`src/rtl/rush3d_pkg.sv`:
```
// rtl/rush3d_pkg.sv - state encoding and CSR bit-offset helpers shared by the Rush3D dispatch blocks
package rush3d_pkg;

  typedef enum logic [1:0] {
    ST_IDLE     = 2'd0,
    ST_ISSUE    = 2'd1,
    ST_RUN      = 2'd2,
    ST_COMPLETE = 2'd3
  } dispatch_state_e;

  // Sticky done bits sit directly above the request bits.
  function automatic int done_base(input int num_cmds);
    return num_cmds;
  endfunction

  function automatic int busy_bit(input int num_cmds);
    return 2 * num_cmds;
  endfunction

  function automatic int error_bit(input int num_cmds);
    return 2 * num_cmds + 1;
  endfunction

  // Index width for an N-entry channel set, never narrower than one bit.
  function automatic int idx_width(input int n);
    return (n > 1) ? $clog2(n) : 1;
  endfunction

endpackage

```
`src/rtl/rush3d_rr_arbiter.sv`:
```
// rtl/rush3d_rr_arbiter.sv - combinational round-robin arbiter searching cyclically from last_grant+1
module rush3d_rr_arbiter
  import rush3d_pkg::*;
#(
  parameter  int N  = 4,
  localparam int IW = idx_width(N)
) (
  input  logic [N-1:0]  req_i,
  input  logic [IW-1:0] last_grant_i,
  output logic          valid_o,
  output logic [IW-1:0] grant_o
);

  // Lowest requester overall covers the wrap-around case; the lowest requester
  // above last_grant, if any, overrides it. Descending scans let the lowest win.
  always_comb begin
    valid_o = |req_i;
    grant_o = '0;
    for (int i = N - 1; i >= 0; i--) begin
      if (req_i[i]) grant_o = IW'(i);
    end
    for (int i = N - 1; i >= 0; i--) begin
      if (req_i[i] && (IW'(i) > last_grant_i)) grant_o = IW'(i);
    end
  end

endmodule

```
`src/rtl/rush3d_command_dispatcher.sv`:
```
// rtl/rush3d_command_dispatcher.sv - CSR-driven round-robin command dispatcher; RUN watchdog enabled by RUSH3D_DISPATCH_TIMEOUT_EN
module rush3d_command_dispatcher
  import rush3d_pkg::*;
#(
  parameter  int CSR_WIDTH      = 64,
  parameter  int NUM_CMDS       = 4,
  parameter  int TIMEOUT_CYCLES = 1048576,
  localparam int IW             = idx_width(NUM_CMDS)
) (
  input  logic                 clock,
  input  logic                 reset_n,
  input  logic [CSR_WIDTH-1:0] control_status_in,
  output logic [CSR_WIDTH-1:0] control_status_out,
  output logic                 control_status_load,
  output logic [NUM_CMDS-1:0]  cmd_req,
  input  logic [NUM_CMDS-1:0]  cmd_done,
  output logic                 busy,
  output logic [IW-1:0]        active_cmd
);

  localparam int            DONE_BASE  = done_base(NUM_CMDS);
  localparam int            BUSY_BIT   = busy_bit(NUM_CMDS);
  localparam logic [IW-1:0] LAST_RESET = IW'(NUM_CMDS - 1);

  if (CSR_WIDTH < 2 * NUM_CMDS + 2 || NUM_CMDS < 1 || NUM_CMDS > 16 || TIMEOUT_CYCLES < 1)
  begin : g_bad_params
    $error("rush3d_command_dispatcher: illegal CSR_WIDTH/NUM_CMDS/TIMEOUT_CYCLES");
  end

  dispatch_state_e state_q, state_d;
  logic [IW-1:0]   active_q, active_d;
  logic [IW-1:0]   last_grant_q, last_grant_d;

  logic [NUM_CMDS-1:0] req_field;
  logic [NUM_CMDS-1:0] done_field;
  logic [NUM_CMDS-1:0] sel;
  logic                arb_valid;
  logic [IW-1:0]       arb_grant;
  logic                run_exit;
  logic                complete_seen;

  assign req_field  = control_status_in[NUM_CMDS-1:0];
  assign done_field = control_status_in[DONE_BASE +: NUM_CMDS];
  assign sel        = NUM_CMDS'(1) << active_q;

  rush3d_rr_arbiter #(.N(NUM_CMDS)) u_arb (
    .req_i        (req_field),
    .last_grant_i (last_grant_q),
    .valid_o      (arb_valid),
    .grant_o      (arb_grant)
  );

`ifdef RUSH3D_DISPATCH_TIMEOUT_EN
  localparam int            ERROR_BIT  = error_bit(NUM_CMDS);
  localparam int            TW         = $clog2(TIMEOUT_CYCLES + 1);
  localparam logic [TW-1:0] TIMER_LAST = TW'(TIMEOUT_CYCLES - 1);

  logic [TW-1:0] timer_q, timer_d;
  logic          timed_out_q, timed_out_d;
  logic          timer_expired;

  assign timer_expired = (timer_q == TIMER_LAST);

  // Watchdog state: cycles spent in RUN and whether the current COMPLETE is an error exit.
  always_ff @(posedge clock or negedge reset_n) begin
    if (!reset_n) begin
      timer_q     <= '0;
      timed_out_q <= 1'b0;
    end else begin
      timer_q     <= timer_d;
      timed_out_q <= timed_out_d;
    end
  end

  // Counter is cleared while issuing so it starts at zero on RUN entry; a real done beats expiry.
  always_comb begin
    timer_d     = timer_q;
    timed_out_d = timed_out_q;
    if (state_q == ST_ISSUE) begin
      timer_d     = '0;
      timed_out_d = 1'b0;
    end else if (state_q == ST_RUN && !cmd_done[active_q]) begin
      if (timer_expired) timed_out_d = 1'b1;
      else               timer_d     = timer_q + 1'b1;
    end
  end

  assign run_exit      = cmd_done[active_q] || timer_expired;
  assign complete_seen = timed_out_q ? control_status_in[ERROR_BIT] : done_field[active_q];
`else
  assign run_exit      = cmd_done[active_q];
  assign complete_seen = done_field[active_q];
`endif

  // State, grant and round-robin pointer registers.
  always_ff @(posedge clock or negedge reset_n) begin
    if (!reset_n) begin
      state_q      <= ST_IDLE;
      active_q     <= '0;
      last_grant_q <= LAST_RESET;
    end else begin
      state_q      <= state_d;
      active_q     <= active_d;
      last_grant_q <= last_grant_d;
    end
  end

  // Next state: each CSR write is held until the CSR is seen to reflect it.
  always_comb begin
    state_d      = state_q;
    active_d     = active_q;
    last_grant_d = last_grant_q;
    case (state_q)
      ST_IDLE: begin
        if (arb_valid) begin
          active_d = arb_grant;
          state_d  = ST_ISSUE;
        end
      end
      ST_ISSUE: begin
        if (!req_field[active_q] && control_status_in[BUSY_BIT]) state_d = ST_RUN;
      end
      ST_RUN: begin
        if (run_exit) state_d = ST_COMPLETE;
      end
      ST_COMPLETE: begin
        if (!control_status_in[BUSY_BIT] && complete_seen) begin
          last_grant_d = active_q;
          state_d      = ST_IDLE;
        end
      end
      default: state_d = ST_IDLE;
    endcase
  end

  // CSR write word is rebuilt from the live CSR every cycle so concurrent host edits survive.
  always_comb begin
    control_status_out  = '0;
    control_status_load = 1'b0;
    case (state_q)
      ST_ISSUE: begin
        control_status_load              = 1'b1;
        control_status_out               = control_status_in;
        control_status_out[NUM_CMDS-1:0] = req_field & ~sel;
        control_status_out[BUSY_BIT]     = 1'b1;
      end
      ST_COMPLETE: begin
        control_status_load          = 1'b1;
        control_status_out           = control_status_in;
        control_status_out[BUSY_BIT] = 1'b0;
`ifdef RUSH3D_DISPATCH_TIMEOUT_EN
        if (timed_out_q) control_status_out[ERROR_BIT] = 1'b1;
        else             control_status_out[DONE_BASE +: NUM_CMDS] = done_field | sel;
`else
        control_status_out[DONE_BASE +: NUM_CMDS] = done_field | sel;
`endif
      end
      default: ;
    endcase
  end

  assign cmd_req    = (state_q == ST_RUN) ? sel : '0;
  assign busy       = (state_q != ST_IDLE);
  assign active_cmd = active_q;

endmodule

```
`config.mk`:
```
export PLATFORM = sky130hd
export DESIGN_NAME = rush3d_command_dispatcher
export DESIGN_NICKNAME = d
export VERILOG_FILES = /design/src/rtl/rush3d_pkg.sv /design/src/rtl/rush3d_rr_arbiter.sv /design/src/rtl/rush3d_command_dispatcher.sv
export SDC_FILE = /design/constraint.sdc
export NUM_CORES = 1
export LEC_CHECK = 0
export CAP_MARGIN = 10
export CORE_MARGIN = 1.5
export CORE_UTILIZATION = 28
export CTS_BUF_LIST = sky130_fd_sc_hd__clkbuf_16
export CTS_CLUSTER_DIAMETER = 120
export CTS_CLUSTER_SIZE = 30
export DETAILED_ROUTE_END_ITERATION = 6
export PLACE_DENSITY = 0.89
export SYNTH_ARGS = -nofsm -noshare
export SYNTH_HDL_FRONTEND = slang
export SYNTH_HIERARCHICAL = 1
export SYNTH_SLANG_ARGS = --single-unit
```
`constraint.sdc`:
```
create_clock -name clock -period 4.1 [get_ports clock]
set_input_delay 0.41 -clock clock [delete_from_list [all_inputs] [get_ports clock]]
set_output_delay 0.41 -clock clock [all_outputs]
set_load 0.02 [all_outputs]
```
== After elaboration in Yosys (flattened, before gate mapping) ==
Index checks and enable logic that the tools add are counted.
Widths: inputs -> output; s select.
Operators by class
  add/sub/neg operators: 0
  multiply operators: 0
  div/mod/pow operators: 0
  $lt $le $gt $ge: 5
  eq/ne operators: 7
  shifts and indexed selects: 1
  mux-type cells: 22
  bitwise gates (word level): 3
  reduce and logical (&&, ||, !) cells: 15
Operator list (number)
  $pmux 64 s2: 1
  $mux 2: 12
  $ne 2x2->1 const B: 4
  $pmux 2 s4: 1
  $bmux 1 s2: 3
  $logic_and 1x1->1: 6
  $and 4x4->4: 1
  $eq 2x2->1 const B: 2
  $gt 1x2->1 const A: 2
  $gt 2x2->1 const A: 2
  $mux 1: 4
  $mux 4: 1
  $not 4->4: 1
  $or 4x4->4: 1
  $reduce_and 2->1: 2
  $reduce_and 4->1: 1
  $reduce_or 4->1: 1
  $shl 1x2->4 const A: 1
  $lt 2x3->1 const B: 1
  $eq 2x1->1 const B: 1
  $logic_not 1->1: 2
  $logic_not 2->1: 1
  $reduce_bool 2->1: 1
  $reduce_or 2->1: 1
Word-level totals
  register bits after elaboration: 6
  bits in latches: 0
  memory bits (writable): 0
  memory bits (read-only): 0
  input port bits: 70
  output and inout bits: 72
  memories: 0

== Depth between registers and ports, before layout ==
Gate-level depths: netlist (run 1).
  depth in word-level cells: 8
  gate-level depth with buffers: 6

== Cells and area by module ==
The synthesis (run 1) kept the hierarchy.
Modules (own cells, without submodules)
  rush3d_command_dispatcher: times used 1, cells an instance 134, area each 1024.7 µm², seq. area each 152.6 µm²
  rush3d_rr_arbiter: times used 1, cells an instance 14, area each 86.3 µm², seq. area each 0.0 µm²

== Least setup slack after synthesis (run 1) ==
Ideal clock, no wire load.
  path type: register to output
  start point: reg state_q[0]
  end point: out control_status_out[63]
  arrival time: 1.591 ns
  data required time: 3.690 ns
  slack: 2.099 ns
  stages on the path, launching flop included: 5
  buffers on the path: 1
  path through: dfrtp_1 -> ha_1 -> clkbuf_1 -> or2_1 -> and2_1
Between the ends
  longest elaborated chain between the ends: 2
  elaborated cells on any way between the ends: 3
  those cells by class: 2 x eq/ne; 1 x mux
RTL lines
  start: declaration: line rush3d_command_dispatcher.sv:30  | dispatch_state_e state_q, state_d;
  start signal: assignment: line rush3d_command_dispatcher.sv:102  | state_q <= state_d;
  $eq 2x2->1 or $eq 2x1->1 (tied branches): line rush3d_command_dispatcher.sv:140  | case (state_q)
  $pmux 64 s2 (*): line rush3d_command_dispatcher.sv:140
  end: declaration: line rush3d_command_dispatcher.sv:13  | output logic [CSR_WIDTH-1:0] control_status_out,
Mark *: on every way between the ends. The rest lies on a longest branch, timed or not.

== Worst setup path in the final report (run 1) ==
  start point: reg state_q[0]
  end point: out control_status_out[0]
Same word-level chain as after synthesis.

==> impl_metrics.csv, run 1 <==
group,metric,value,unit
worst_hold_path,min_path_type,"primary input to async pin",
synth,synth_fa_ha_area_frac,0.0563,
synth,avgSynthCellArea,7.51,sq um
clocking,clk_pin_slew,0.03,ns
place,gp_congestion,0.814,
final_layout,fin_cells,332,
setup_path,critPathMaxFanout,57,
run_status,status,"complete, no violations",
clocking,cts_resized,0,
synth,synth_seq_area_share,0.137,
synth,yosysMostFrequentCell,"and2_1",
route,drtPass1Iterations,4,
clocking,htreeDepth,1,
synth,synthMuxAreaShare,0.130,
sta,slew_viol_final,0,
sta,setup_tns,0,ns
setup_path,path_class,"flip-flop to output port",
synth,yosysTopAreaCell,"and2_1",
route,top_layer_used,"met4",
sta,fin_crit,2.66,ns
setup_path,cp_top_family,"buffers and inverters",
pwr,powerDensity,638,nW/um^2
clocking,postCtsSetupRepairBufs,0,
synth,async_flop_share,1.00,
global_routing,track_usage,0.189,
synth,syn_area,1110,sq um
route,route.met3.wl,357,um
route,met2_length,2140,um
sta,worst-slew-pin-transition,0.562,ns
place,place_inst,328,
setup_path,slowest_stage,"clkdlybuf4s50_1",
place,portBuffers,141,
floorplanning,core_area,3740,sq um
synth,synthXorXnorAreaFrac,0,
global_routing,grt_overflow,0,
floorplanning,design.die.area,4350,sq um
synth,synth_cell_types,29,
sta,finalHoldViolCount,0,
synth,synth_common_cells,"56 x and2_1, 12 x a21oi_1, 8 x clkbuf_1, 8 x nand2_1, 7 x inv_1",
pwr,p_leak,1.06,nW
floorplanning,die_w,66.0,um
setup_path,end_kind,"output port",
synth,synth_top_family_by_area,"simple AND/OR/NAND/NOR gates",
route,drc,0,
pwr,ir_worst_vdd,0.262,mV
clocking,tritoncts,"built",
setup_path,start_kind,"flip-flop",
setup_path,worstPathRequired,3.69,ns
synth,syn_inst,148,
final_layout,antennaDiodeCount,0,
sta,fmax,377,MHz
sta,skew,0.000756,ns
setup_path,cp.arrival,2.25,ns
clocking,cts_hold_buf,0,
route,antenna_left,0,
synth,syn-num-nets,223,
final_layout,fillers,312,
setup_path,max_stage_delay,0.59,ns
global_routing,grt_start_max_net_pins,58,
final_layout,drive_gt1_frac,0.0634,
synth,synth-compound-area-share,0.135,
synth,synth-simple-area-share,0.467,
pwr,finalPower,1.67,mW
route,wirelength,4290,um
sta,rsz0062_at_grt,"no",
clocking,root_buffer,"clkbuf_16",
clocking,ctsLongestPathBuffers,2,
clocking,insertion_delay,0.23,ns
run,drv_cap,0,
route,via_count,1491,
floorplanning,num_rows,22,
final_layout,final_nets,360,
route,viasPerCell,4.49,
clocking,cts.sinks,6,
floorplanning,initial_core_util,0.297,
global_routing,grt_pass1_wl,6360,um
synth,ys_ff_latch,6,
sta,max-slew-margin-rel,0.625,
setup_path,crit_chain,"buf_4, ha_1, nor2b_1, o21a_1, clkdlybuf4s50_1",
synth,yosysTopAreaCellShare,0.315,
sta,period_share,0.648,
synth,synthTopCellsByArea,"and2_1 32%, dfrtp_1 9.0%, ha_1 5.6%",
synth,synthFlopType,"dfrtp_1",
route,wl_per_cell,12.9,um
synth,synth_edf_count,0,
route,drt-met1-wl,1750,um
clocking,cts_buffers,3,
setup_path,cp_num_buf_inv,2,
place,dpl.hpwl,3600,um
global_routing,antenna_found_initial,0,
synth,ys_warn_count,6,
final_layout,syn_to_final_growth,135,%
floorplanning,die_h,66.0,um
floorplanning,boundaryPins,142,
route,drtIter0Drc,68,
global_routing,grt_pass1_vias,1425,
sta,setup_viol,0,
==> registers in the layout, summed over array words and instances, names as in the netlist <==
register	count
state_q	2
last_grant_q	2
active_cmd	2
==> worst register-to-register path: cells and delay by family (launching register included) <==
kind / cells / cell delay (ns)
simple gates: 1 / 0.16
flops: 1 / 0.68
compound gates: 1 / 0.08
mux: 2 / 0.89
==> through the flow <==
stage,instance area [sq um],utilization,worst slack (ns),hold slack (ns)
after detailed placement,2540,0.678,1.70,0.573
final,2620,0.699,1.44,0.419
after global placement,2540,0.678,1.71,0.570
after CTS,2620,0.699,1.45,0.425
after global routing,2620,0.699,1.28,0.430
after floorplan,1110,-,2.10,0.114
==> final cells by class <==
| cell class | count | area (sq um) | share of cell area |
|---|---|---|---|
| Clock buffer | 3 | 75.1 | 0.0287 |
| Sequential cell | 6 | 153 | 0.0583 |
| Multi-Input combinational cell | 124 | 876 | 0.335 |
| Clock inverter | 1 | 3.75 | 0.00143 |
| Timing Repair Buffer | 142 | 1420 | 0.542 |
| Tap cell | 48 | 60.1 | 0.0230 |
| Inverter | 8 | 30.0 | 0.0115 |
==> kinds of logic after synthesis <==
group | count (synthesis)
compound gates | 20
fa+ha+maj | 5
buf+inv | 18
flops | 6
mux | 12
simple gates | 87
==> placed cells by master (no fill, tap or decap), types with 3 or more instances in the layout <==
master and n:
a21oi_1 12, and2_1 56, and3_1 4, clkbuf_16 3
clkdlybuf4s50_1 141, dfrtp_1 4, ha_1 5, inv_1 8
mux2_2 3, mux2i_1 5, nand2_1 8, nand2b_1 6
nor2_1 5, nor2b_1 5
==> where the power goes <==
part           internal, mW  switching (mW)  leakage [nW]
registers            0.0989          0.0649        0.0676
clock network         0.126          0.0315        0.0423
logic                 0.689           0.658         0.952
total                 0.914           0.755          1.06
==> per-layer routing <==
| metal | vias up | track usage |
|---|---|---|
| li1 | 747 | - |
| met1 | 659 | 0.220 |
| met2 | 79 | 0.335 |
| met3 | 6 | 0.0647 |
| met4 | 0 | 0.0383 |
| met5 | - | 0 |
==> path summary, 6_finish.rpt <==
kind / cells past startpoint / end / slack, ns / startpoint
worst min register to register: 1 / state_q[1]$_DFFE_PN0P_ / 0.57 / state_q[1]$_DFFE_PN0P_
max in group asynchronous: 1 / last_grant_q[0]$_DFFE_PN1P_ / 3.42 / reset_n
worst max-delay path: 5 / control_status_out[0] / 1.44 / state_q[0]$_DFFE_PN0P_
min in group clock: 1 / state_q[1]$_DFFE_PN0P_ / 0.57 / state_q[1]$_DFFE_PN0P_
worst max register to register: 4 / state_q[1]$_DFFE_PN0P_ / 2.17 / active_cmd[0]$_DFFE_PN0P_
worst min-delay path: 1 / active_cmd[1]$_DFFE_PN0P_ / 0.42 / reset_n
Power figures use the tool's default switching activity.
==> run 2, diff against run 1 <==
CORE_UTILIZATION = 26   (was 28)
PLACE_DENSITY = 0.84   (was 0.89)
clock period = 2.6 ns   (was 4.1 ns; I/O delays follow)
==> run 2 against run 1 <==
Net effect: via count fell by 1.0%; core utilization decreased by 5.2 points; power is 59% higher; non-clock buffer count is 1 higher; register-to-register slack got worse by 1.5 ns; clock power rose by 57%.
==> impl_metrics.csv, run 2 (synthesis results as in run 1) <==
group,metric,value,unit
global_routing,antenna_found_initial,0,
floorplanning,core_area,4060,sq um
floorplanning,design.die.area,4670,sq um
clocking,cts_resized,0,
global_routing,grt_pass1_vias,1414,
pwr,powerDensity,1010,nW/um^2
place,portBuffers,141,
clocking,tritoncts,"built",
clocking,cts_buffers,3,
sta,skew,0.00328,ns
sta,rsz0062_at_grt,"no",
place,dpl.hpwl,3850,um
final_layout,antennaDiodeCount,0,
final_layout,final_nets,361,
final_layout,final_common_cell,"clkdlybuf4s50_1",
route,drtIter0Drc,50,
setup_path,critPathMaxFanout,11,
final_layout,multi_input_area,876,sq um
setup_path,worstPathRequired,2.34,ns
run_status,status,"complete, no violations",
clocking,htreeDepth,1,
sta,fin_crit,2.29,ns
global_routing,grt_overflow,0,
final_layout,ff_latch_area,153,sq um
setup_path,path_class,"flip-flop to output port",
route,wl_per_cell,13.3,um
clocking,ctsLongestPathBuffers,2,
setup_path,end_kind,"output port",
place,place_inst,331,
sta,setup_tns,0,ns
route,wirelength,4450,um
clocking,insertion_delay,0.23,ns
route,via_count,1476,
final_layout,fillers,354,
floorplanning,initial_core_util,0.274,
clocking,root_buffer,"clkbuf_16",
final_layout,fin_cells,335,
route,drc,0,
sta,worst-slew-pin-transition,0.574,ns
pwr,p_leak,1.07,nW
final_layout,syn_to_final_growth,136,%
run,drv_cap,0,
worst_hold_path,min_path_type,"primary input to async pin",
floorplanning,boundaryPins,142,
floorplanning,die_w,68.4,um
global_routing,grt_start_max_net_pins,40,
sta,max-slew-margin-rel,0.617,
sta,finalHoldViolCount,0,
route,drtPass1Iterations,4,
sta,slew_viol_final,0,
floorplanning,die_h,68.4,um
floorplanning,num_rows,23,
final_layout,drive_gt1_frac,0.0667,
route,antenna_left,0,
place,gp_congestion,0.825,
clocking,postCtsSetupRepairBufs,0,
setup_path,cp.arrival,2.03,ns
route,viasPerCell,4.41,
pwr,ir_worst_vdd,0.423,mV
sta,period_share,0.881,
final_layout,fin_area,2630,sq um
global_routing,grt_pass1_wl,6620,um
clocking,cts.sinks,6,
clocking,cts_hold_buf,0,
clocking,clk_pin_slew,0.03,ns
sta,fmax,436,MHz
final_layout,layout_common_cells,"141 x clkdlybuf4s50_1, 56 x and2_1, 12 x a21oi_1",
setup_path,start_kind,"flip-flop",
sta,setup_viol,0,
global_routing,track_usage,0.194,
place,placed_area,2550,sq um
[run 2: final cells by class]
class | instances | share of cell area
clock inverter | 1 | 0.00143
inverter | 8 | 0.0114
clock buffer | 3 | 0.0286
multi-input combinational | 124 | 0.333
timing repair buffer | 143 | 0.543
tap | 50 | 0.0238
sequential | 6 | 0.0581
[run 2: per-layer routing]
layer	vias up	global-route usage	routed length [um]
li1	751	-	-
met1	644	0.200	1580
met2	75	0.360	2320
met3	6	0.0559	435
met4	0	0.0825	112
met5	-	0	0
[run 2: critical path, cell delays in order (launching register included)]
cell             delay [ns]
dfrtp_1                0.40
inv_1                  0.12
ha_1                   0.40
nor2b_1                0.18
o21a_1                 0.11
clkdlybuf4s50_1        0.59
[run 2: report_power, final]
part | switching, mW | internal, mW | total (mW)
Combinational | 1.04 | 1.10 | 2.13
Clock | 0.0487 | 0.199 | 0.248
Sequential | 0.113 | 0.156 | 0.269
Total | 1.20 | 1.45 | 2.65
[run 2: stage by stage]
step	hold slack, ns	power, mW	setup WS [ns]	util
floorplan	-0.0356	1.48	0.749	-
global placement	0.513	2.39	0.597	0.628
detailed placement	0.518	2.42	0.544	0.628
CTS	0.278	2.69	0.286	0.647
global route	0.305	2.84	0.218	0.647
finish	0.274	2.65	0.309	0.647
[run 2: path summary, 6_finish.rpt]
kind | from | to | slack [ns] | cells after the start
setup / recovery | state_q[1]$_DFFE_PN0P_ | control_status_out[0] | 0.31 | 5
max in group asynchronous | reset_n | last_grant_q[1]$_DFFE_PN1P_ | 2.06 | 1
min in group clock | state_q[1]$_DFFE_PN0P_ | state_q[1]$_DFFE_PN0P_ | 0.58 | 1
hold / removal | reset_n | active_cmd[0]$_DFFE_PN0P_ | 0.27 | 1
hold reg to reg | state_q[1]$_DFFE_PN0P_ | state_q[1]$_DFFE_PN0P_ | 0.58 | 1
setup reg to reg | active_cmd[0]$_DFFE_PN0P_ | state_q[1]$_DFFE_PN0P_ | 0.66 | 4
